<file path="config.mk">
export PLATFORM = sky130hd
export DESIGN_NAME = rsa_msg_loader
export DESIGN_NICKNAME = d
export VERILOG_FILES = /design/src/rtl/rsa_msg_loader.sv
export SDC_FILE = /design/constraint.sdc
export NUM_CORES = 1
export LEC_CHECK = 0
export ABC_AREA = 1
export CAP_MARGIN = 20
export CORE_MARGIN = 1
export CORE_UTILIZATION = 35
export CTS_CLUSTER_SIZE = 40
export DETAILED_ROUTE_END_ITERATION = 12
export PLACE_DENSITY_LB_ADDON = 0.25
export SETUP_SLACK_MARGIN = 0.02
export SYNTH_ARGS = -nofsm -noshare
export SYNTH_HDL_FRONTEND = slang
export SYNTH_SLANG_ARGS = --single-unit
</file>
<file path="constraint.sdc">
create_clock -name clk -period 2 [get_ports clk]
set_input_delay 0.4 -clock clk [delete_from_list [all_inputs] [get_ports clk]]
set_output_delay 0.4 -clock clk [all_outputs]
set_load 0.005 [all_outputs]
</file>
<file path="src/rtl/rsa_msg_loader.sv">
// -----------------------------------------------------------------------------
// rsa_msg_loader
// Upstream feeder for the RSA encryptor. Packs a byte stream (MSB byte first)
// into one WIDTH-bit block, range-checks it against modulus n, hands an
// accepted block to the encryptor with a one-cycle start pulse, then waits for
// the encryptor's done level before taking the next block.
//
// Ports
//   clk        in   1      rising-edge clock
//   reset_n    in   1      asynchronous reset, active low
//   in_data    in   8      input byte
//   in_valid   in   1      in_data valid
//   in_last    in   1      in_data is the final byte of a short block
//   in_ready   out  1      a byte can be accepted this cycle (state decode)
//   n          in   WIDTH  RSA modulus, stable from CHECK through WAIT
//   message    out  WIDTH  last accepted block, held until the next acceptance
//   enc_start  out  1      one-cycle registered start pulse
//   enc_done   in   1      encryptor done level
//   busy       out  1      high in CHECK, START and WAIT (state decode)
//   err_range  out  1      one-cycle pulse: block >= n, or n == 0
//   blk_count  out  CNT_W  blocks completed by the encryptor, wraps silently
// -----------------------------------------------------------------------------
module rsa_msg_loader #(
    parameter int WIDTH = 128,
    parameter int CNT_W = 16
) (
    input  logic             clk,
    input  logic             reset_n,
    input  logic [7:0]       in_data,
    input  logic             in_valid,
    input  logic             in_last,
    output logic             in_ready,
    input  logic [WIDTH-1:0] n,
    output logic [WIDTH-1:0] message,
    output logic             enc_start,
    input  logic             enc_done,
    output logic             busy,
    output logic             err_range,
    output logic [CNT_W-1:0] blk_count
);

    localparam int BYTES = WIDTH / 8;
    localparam int BC_W  = $clog2(BYTES + 1);

    typedef enum logic [1:0] {
        S_FILL  = 2'd0,
        S_CHECK = 2'd1,
        S_START = 2'd2,
        S_WAIT  = 2'd3
    } state_t;

    state_t           r_state;
    logic [WIDTH-1:0] r_shift;
    logic [BC_W-1:0]  r_byte_cnt;
    logic [WIDTH-1:0] r_message;
    logic             r_enc_start;
    logic             r_err_range;
    logic [CNT_W-1:0] r_blk_count;
    logic             r_wait_first;

    logic             w_accept;
    logic             w_last_beat;
    logic             w_in_range;

    // A byte is consumed only in FILL; in_ready is exactly that state decode.
    assign w_accept    = in_valid && (r_state == S_FILL);
    // Block closes on the BYTES-th byte or on an explicit in_last.
    assign w_last_beat = (r_byte_cnt == BC_W'(BYTES - 1)) || in_last;
    // n == 0 can never hold a valid message, so it always rejects.
    assign w_in_range  = (n != {WIDTH{1'b0}}) && (r_shift < n);

    // Loader state machine with all registered outputs.
    always_ff @(posedge clk or negedge reset_n) begin
        if (!reset_n) begin
            r_state      <= S_FILL;
            r_shift      <= {WIDTH{1'b0}};
            r_byte_cnt   <= {BC_W{1'b0}};
            r_message    <= {WIDTH{1'b0}};
            r_enc_start  <= 1'b0;
            r_err_range  <= 1'b0;
            r_blk_count  <= {CNT_W{1'b0}};
            r_wait_first <= 1'b0;
        end else begin
            // Pulses default low; the states below raise them for one cycle.
            r_enc_start <= 1'b0;
            r_err_range <= 1'b0;
            case (r_state)
                S_FILL: begin
                    if (w_accept) begin
                        r_shift    <= {r_shift[WIDTH-9:0], in_data};
                        r_byte_cnt <= r_byte_cnt + BC_W'(1);
                        if (w_last_beat) begin
                            r_state <= S_CHECK;
                        end
                    end
                end
                S_CHECK: begin
                    if (w_in_range) begin
                        r_message   <= r_shift;
                        // Start is raised here so it is high for the whole START cycle.
                        r_enc_start <= 1'b1;
                        r_state     <= S_START;
                    end else begin
                        r_err_range <= 1'b1;
                        r_shift     <= {WIDTH{1'b0}};
                        r_byte_cnt  <= {BC_W{1'b0}};
                        r_state     <= S_FILL;
                    end
                end
                S_START: begin
                    r_shift      <= {WIDTH{1'b0}};
                    r_byte_cnt   <= {BC_W{1'b0}};
                    r_wait_first <= 1'b1;
                    r_state      <= S_WAIT;
                end
                S_WAIT: begin
                    // The first WAIT cycle may still see the previous block's done level.
                    if (r_wait_first) begin
                        r_wait_first <= 1'b0;
                    end else if (enc_done) begin
                        r_blk_count <= r_blk_count + CNT_W'(1);
                        r_state     <= S_FILL;
                    end
                end
                default: begin
                    r_state <= S_FILL;
                end
            endcase
        end
    end

    assign in_ready  = (r_state == S_FILL);
    assign busy      = (r_state != S_FILL);
    assign message   = r_message;
    assign enc_start = r_enc_start;
    assign err_range = r_err_range;
    assign blk_count = r_blk_count;

endmodule

</file>
[After elaboration in Yosys (flattened, before gate mapping)]
Cells that the tools add are included.
Word-level totals
  flip-flop bits (word level): 282
  input port bits: 141
  output and inout port bits: 148
  logic and storage cells: 50
Operators by class
  add/subtract/negate cells: 2
  order comparisons: 1
  equality and inequality tests: 9
  mux-type cells: 17
  bitwise gates (word level): 1
  reductions and logical operators: 12
Operators with widths (number)
  128-bit case mux with 3 select lines: 1
  128-bit two-way mux: 2
  128-bit < comparator: 1
  128-bit nonzero test: 1
  16-bit by 1-bit adder with 16-bit output, second input constant: 1
  5-bit case mux with 3 select lines: 1
  2-bit two-way mux: 5
  5-bit two-way mux: 2
  2-bit case mux with 4 select lines: 1
  2-bit != test, second input constant: 3
  3-bit AND reduction: 2
  5-bit by 1-bit adder with 5-bit output, second input constant: 1
  5-bit by 4-bit == test with 1-bit output, second input constant: 1
  2-bit == test, second input constant: 2
  1-bit two-way mux: 4
  2-bit by 1-bit != test with 1-bit output, second input constant: 2
  4-bit AND reduction: 1
  2-bit nonzero test: 2
  3-bit nonzero test: 1
  2-bit by 1-bit == test with 1-bit output, second input constant: 1
  1-bit logical AND: 2
  2-bit logical NOT: 1
  1-bit case mux with 2 select lines: 1
  2-bit AND reduction: 1
  other kinds (2): 2

[Longest topological paths before layout]
Gate-level depths: netlist (run 1).
  depth in word-level cells: 5
  gate-level depth with buffers: 21
  gate-level depth less buffers: 19

[Least setup slack after synthesis (run 1)]
OpenSTA, ideal clock, no wires.
  path type: input to register
  start point: input n[125]
  end point: register r_byte_cnt[3]
  library setup time: 0.117 ns
  arrival time: 2.049 ns
  required time: 1.883 ns
  slack: -0.166 ns
  stages: 15
  path buffers: 2
  cells stage by stage: inv_1 -> ha_1 -> nand2_1 -> nor2_1 -> nand4_1 -> nor3b_2 -> nand4_1 -> a21oi_1 -> nor2_2 -> nand3_4 -> nand2_2 -> buf_6 -> buf_6 -> nand2_1 -> nand2_1
On the way
  longest elaborated chain between the ends: 4
  elaborated cells on any way between the ends: 5
  classes of those cells: order compare: 1; eq/ne: 1; reduce/logical: 3
Ends and longest elaborated chain
  from (decl): RTL line 33  | input logic [WIDTH-1:0] n,
  128-bit < comparator or 128-bit nonzero test (tied branches): RTL line 70  | assign w_in_range = (n != {WIDTH{1'b0}}) && (r_shift < n);
  1-bit logical AND (*): RTL line 70
  2-bit != test (no line) (*)
  3-bit AND reduction (no line) (*)
  to (signal assigned): RTL line 77  | r_byte_cnt <= {BC_W{1'b0}};
  to (signal assigned): RTL line 91  | r_byte_cnt <= r_byte_cnt + BC_W'(1);
  to (signal assigned): RTL line 106  | r_byte_cnt <= {BC_W{1'b0}};
  to (decl): RTL line 54  | logic [BC_W-1:0] r_byte_cnt;
Every way passes the cells marked *; elsewhere a longest branch is shown, timed or not.
A chain may end at the register's enable or synchronous reset.

[Worst setup path after layout (run 1)]
  start point: register r_shift[94]
  end point: register r_shift[37]
On the way
  longest elaborated chain between the ends: 4
Ends and longest elaborated chain
  from (decl): RTL line 53  | logic [WIDTH-1:0] r_shift;
  from (signal assigned): RTL line 76  | r_shift <= {WIDTH{1'b0}};
  from (signal assigned): RTL line 90  | r_shift <= {r_shift[WIDTH-9:0], in_data};
  from (signal assigned): RTL line 105  | r_shift <= {WIDTH{1'b0}};
  128-bit < comparator: RTL line 70
  1-bit logical AND: RTL line 70
  2-bit != test (no line)
  3-bit AND reduction (no line)
Every way passes these cells.

==> qor.csv, run 1 <==
metric,value,unit
largest buffer count on any clock path,3,
number of global-route vias before repair,14700,
highest clock rate,380,MHz
Post-synth EDFFs,0,
clock latency on the worst-skew pair,0.54,ns
initial antenna violation count,2,
Row Count,76,
Pleak,11.7,nW
Routability Congestion,0.882,
Critical Path Fanout Max,54,
ys flop type,dfrtp_1,
Register Area,7060,um^2
Reg2Reg Capture Point,r_shift[37],
final period utilization,131,%
Mapped Avg Cell Area,7.79,um^2
Yosys reg bits,282,
starting density of the core,35.8,%
worst path cell trace,ha_4 -> nand2_4 -> nor2_4 -> nand4_1 -> nor4_4 -> nand4_1 -> nor2_1 -> nand2_2 -> nand3_4 -> nand2_4 -> buf_12 -> nand2_1 -> nand2_1,
final-report hold violation count,0,
Worst Reg-to-Reg Cells,13,
total power,0.0256,W
CP max stage delay,0.41,ns
core area,43500,um^2
Vias,14600,
Via density,4.71,
Pre-antenna DRT Iters,5,
Synth Area in Adders,10.8,%
die width,213,um
nature of the critical path endpoint,flop,
CTS tree,built,
status,finished with violations,
Post-Synthesis Cells,1996,
GRT met1 Usage,28.6,%
setup TNS,-146.28,ns
Mapped Nets,2271,
Multi-input gate area,7390,um^2
count of cell types in the netlist,33,
fin cells,3099,
crit path launch,r_shift[94],
Pins Over Slew Limit,0,
worst flop-to-flop path startpoint,r_shift[94],
total grt overflow,0,
mux contribution to synthesized area,0,%
GRT busiest layer,met2,
number of synthesis warnings,0,
Fin Clk Skew,0.0202,ns
Hold Path Class,in -> async,
Post-Synthesis Cell Area,15500,um^2
"FFs w/ async S/R, synth",100,%
Wirelength per Cell,15.8,um
CP max stage cell,dfrtp_1,
Die ar.,45300,um^2
violated checks,negative setup slack,
post-route ant nets,0,
Area Growth Syn to Fin,47.4,%
worst slew pin tran,0.575,ns
setup repair after global routing missed its margin,true,
Layout Nets,2762,
Synth Area in Compound Gates,7.32,%
CP top delay family,simple AND/OR/NAND/NOR gates,
DP Wirelength,37100,um
GR Util All Layers,21.6,%
CTS Root Cell,clkbuf_16,
final worst slack,-0.629,ns
largest net degree at the start of global routing,59,
"Buf+Inv Stages, Crit Path",1,
Die Y,213,um
Starting DRT DRC Count,961,
Num CTS Buffers,35,
Synth Area in Simple Gates,25.5,%
largest family of logic cells by synthesized area,simple AND/OR/NAND/NOR gates,
share of cells above drive strength 1,16.3,%
CP Class,reg -> reg,
post-placement cell count,3012,
CTS Sinks,282,
max-cap violations,0,
setup violators final,269,
# fillers,4076,
XOR/XNOR share of the synthesized area,0.845,%
DRC,0,
worst path required time,2.41,ns
clock-pin slew on the worst setup and hold paths,0.06,ns
global-route wire length before repair,76500,um
Slew HR,61.7,%
VDD IR-drop max,0.00101,V
Buffers on Ports,288,
Place WS,-1.38,ns
R2R Setup Slk,-0.63,ns
Startpoint Class,flop,
Cell Pwr Density,1120,nW/um^2
H-tree lvl count,2,
CP arrival,3.04,ns
post-synthesis sequential area ratio,45.4,%
total wire length,48900,um
met3 GRT Util,3.49,%
Final min period,2.63,ns
met2 usage,35.1,%
IO Pins,289,
[cell usage after synthesis (2+ instances only)]
library cell,count,share of area (%)
nand3_1,148,4.8
buf_4,20,0.97
xor2_1,10,0.56
nand2_1,553,13
nand4_1,21,0.85
o21ai_0,144,4.6
buf_2,20,0.64
xnor2_1,5,0.28
buf_6,9,0.65
nor2_1,202,4.9
o211ai_1,3,0.14
dfrtp_1,282,45
a21oi_1,66,2.1
nor3_1,32,1.0
o21a_1,3,0.14
nor3b_1,2,0.097
inv_1,291,7.0
ha_1,134,11
nand2_2,2,0.080
clkbuf_1,36,0.87
[worst max path at each step]
stage / end / slack, ns / cells after the start
after CTS: r_shift[30] / -0.66 / 13
after detailed placement: message[46] / -1.38 / 14
after floorplan: r_shift[5] / -0.09 / 14
final: r_shift[37] / -0.63 / 13
after global placement: r_shift[58] / -1.31 / 15
after global routing: r_shift[20] / -0.80 / 13
[per-layer routing]
layer	vias to the layer above	part of all wire, %
met2	390	47
li1	7277	-
met3	67	5.3
met5	-	0
met4	0	3.2
met1	6863	44
[where the power goes]
group	internal (W)	switching, W	leakage [nW]
Sequential	0.00652	0.000572	3.88
Combinational	0.00534	0.00653	7.19
Clock	0.00409	0.00252	0.592
[state kept, by name, indices dropped and copies added, names as in the netlist, named ones only]
name	flops
blk_count	16
r_byte_cnt	5
r_shift	128
message	128
err_range	1
r_state	1
enc_start	1
r_wait_first	1
[through the flow]
| stage | hold slack [ns] | util (%) | area, um^2 |
|---|---|---|---|
| detailed placement | 0.390 | 48.7 | 21100 |
| finish | 0.407 | 52.7 | 22900 |
| global route | 0.443 | 52.7 | 22900 |
| floorplan | 0.104 | - | 16000 |
| CTS | 0.409 | 52.1 | 22600 |
| global placement | 0.393 | 48.7 | 21100 |
[layout by cell type, fill, tap and decap left out, types with 9 or more instances in the layout]
cell,synthesis,routed
ha_4,0,17
clkdlybuf4s50_1,0,285
nand2_1,553,539
nand3_2,0,24
clkbuf_8,0,9
nor2_1,202,199
nand3_1,148,124
inv_1,291,271
a21oi_1,66,63
ha_1,134,117
clkbuf_16,0,41
inv_2,1,18
dfrtp_1,282,282
nand2_2,2,13
nor3_1,32,29
nand4_1,21,21
o21ai_0,144,108
buf_12,0,34
o21ai_1,1,29
xor2_1,10,10
buf_4,20,198
[logic make-up after synthesis]
| family | count (synthesis) |
|---|---|
| flip-flops | 282 |
| AO/OA/AOI/OAI | 222 |
| buffers and inverters | 377 |
| AND/OR/NAND/NOR | 966 |
| XOR/XNOR | 15 |
| adder cells (fa/ha/maj) | 134 |
[layout make-up]
cell class | instances | share of cell area, %
timing repair buffer | 539 | 23.7
multi-input combinational | 1337 | 32.2
inverter | 292 | 4.82
sequential | 282 | 30.8
tap | 585 | 3.19
clock inverter | 12 | 0.639
clock buffer | 50 | 4.65
antenna | 2 | 0.0218
[what timing repair did]
action                                  CTS  global route
cloned                                    4             5
setup buffers                             7             6
endpoints found under the setup margin  269           271
pin swaps                                 1             8
gates resized for setup                  38            54
endpoints found under the hold margin    46             0
hold buffers                              1             0
(Power assumes the default switching activity.)
==> run 2, diff against run 1 <==
--- a/config.mk
+++ b/config.mk
@@ -6,6 +6,7 @@
 export NUM_CORES = 1
 export LEC_CHECK = 0
 export ABC_AREA = 1
+export ABC_CLOCK_PERIOD_IN_PS = 2000
 export CAP_MARGIN = 20
 export CORE_MARGIN = 1
 export CORE_UTILIZATION = 35
==> results of run 2 <==
The final DEF is identical to that of run 1; final timing and power are the same.
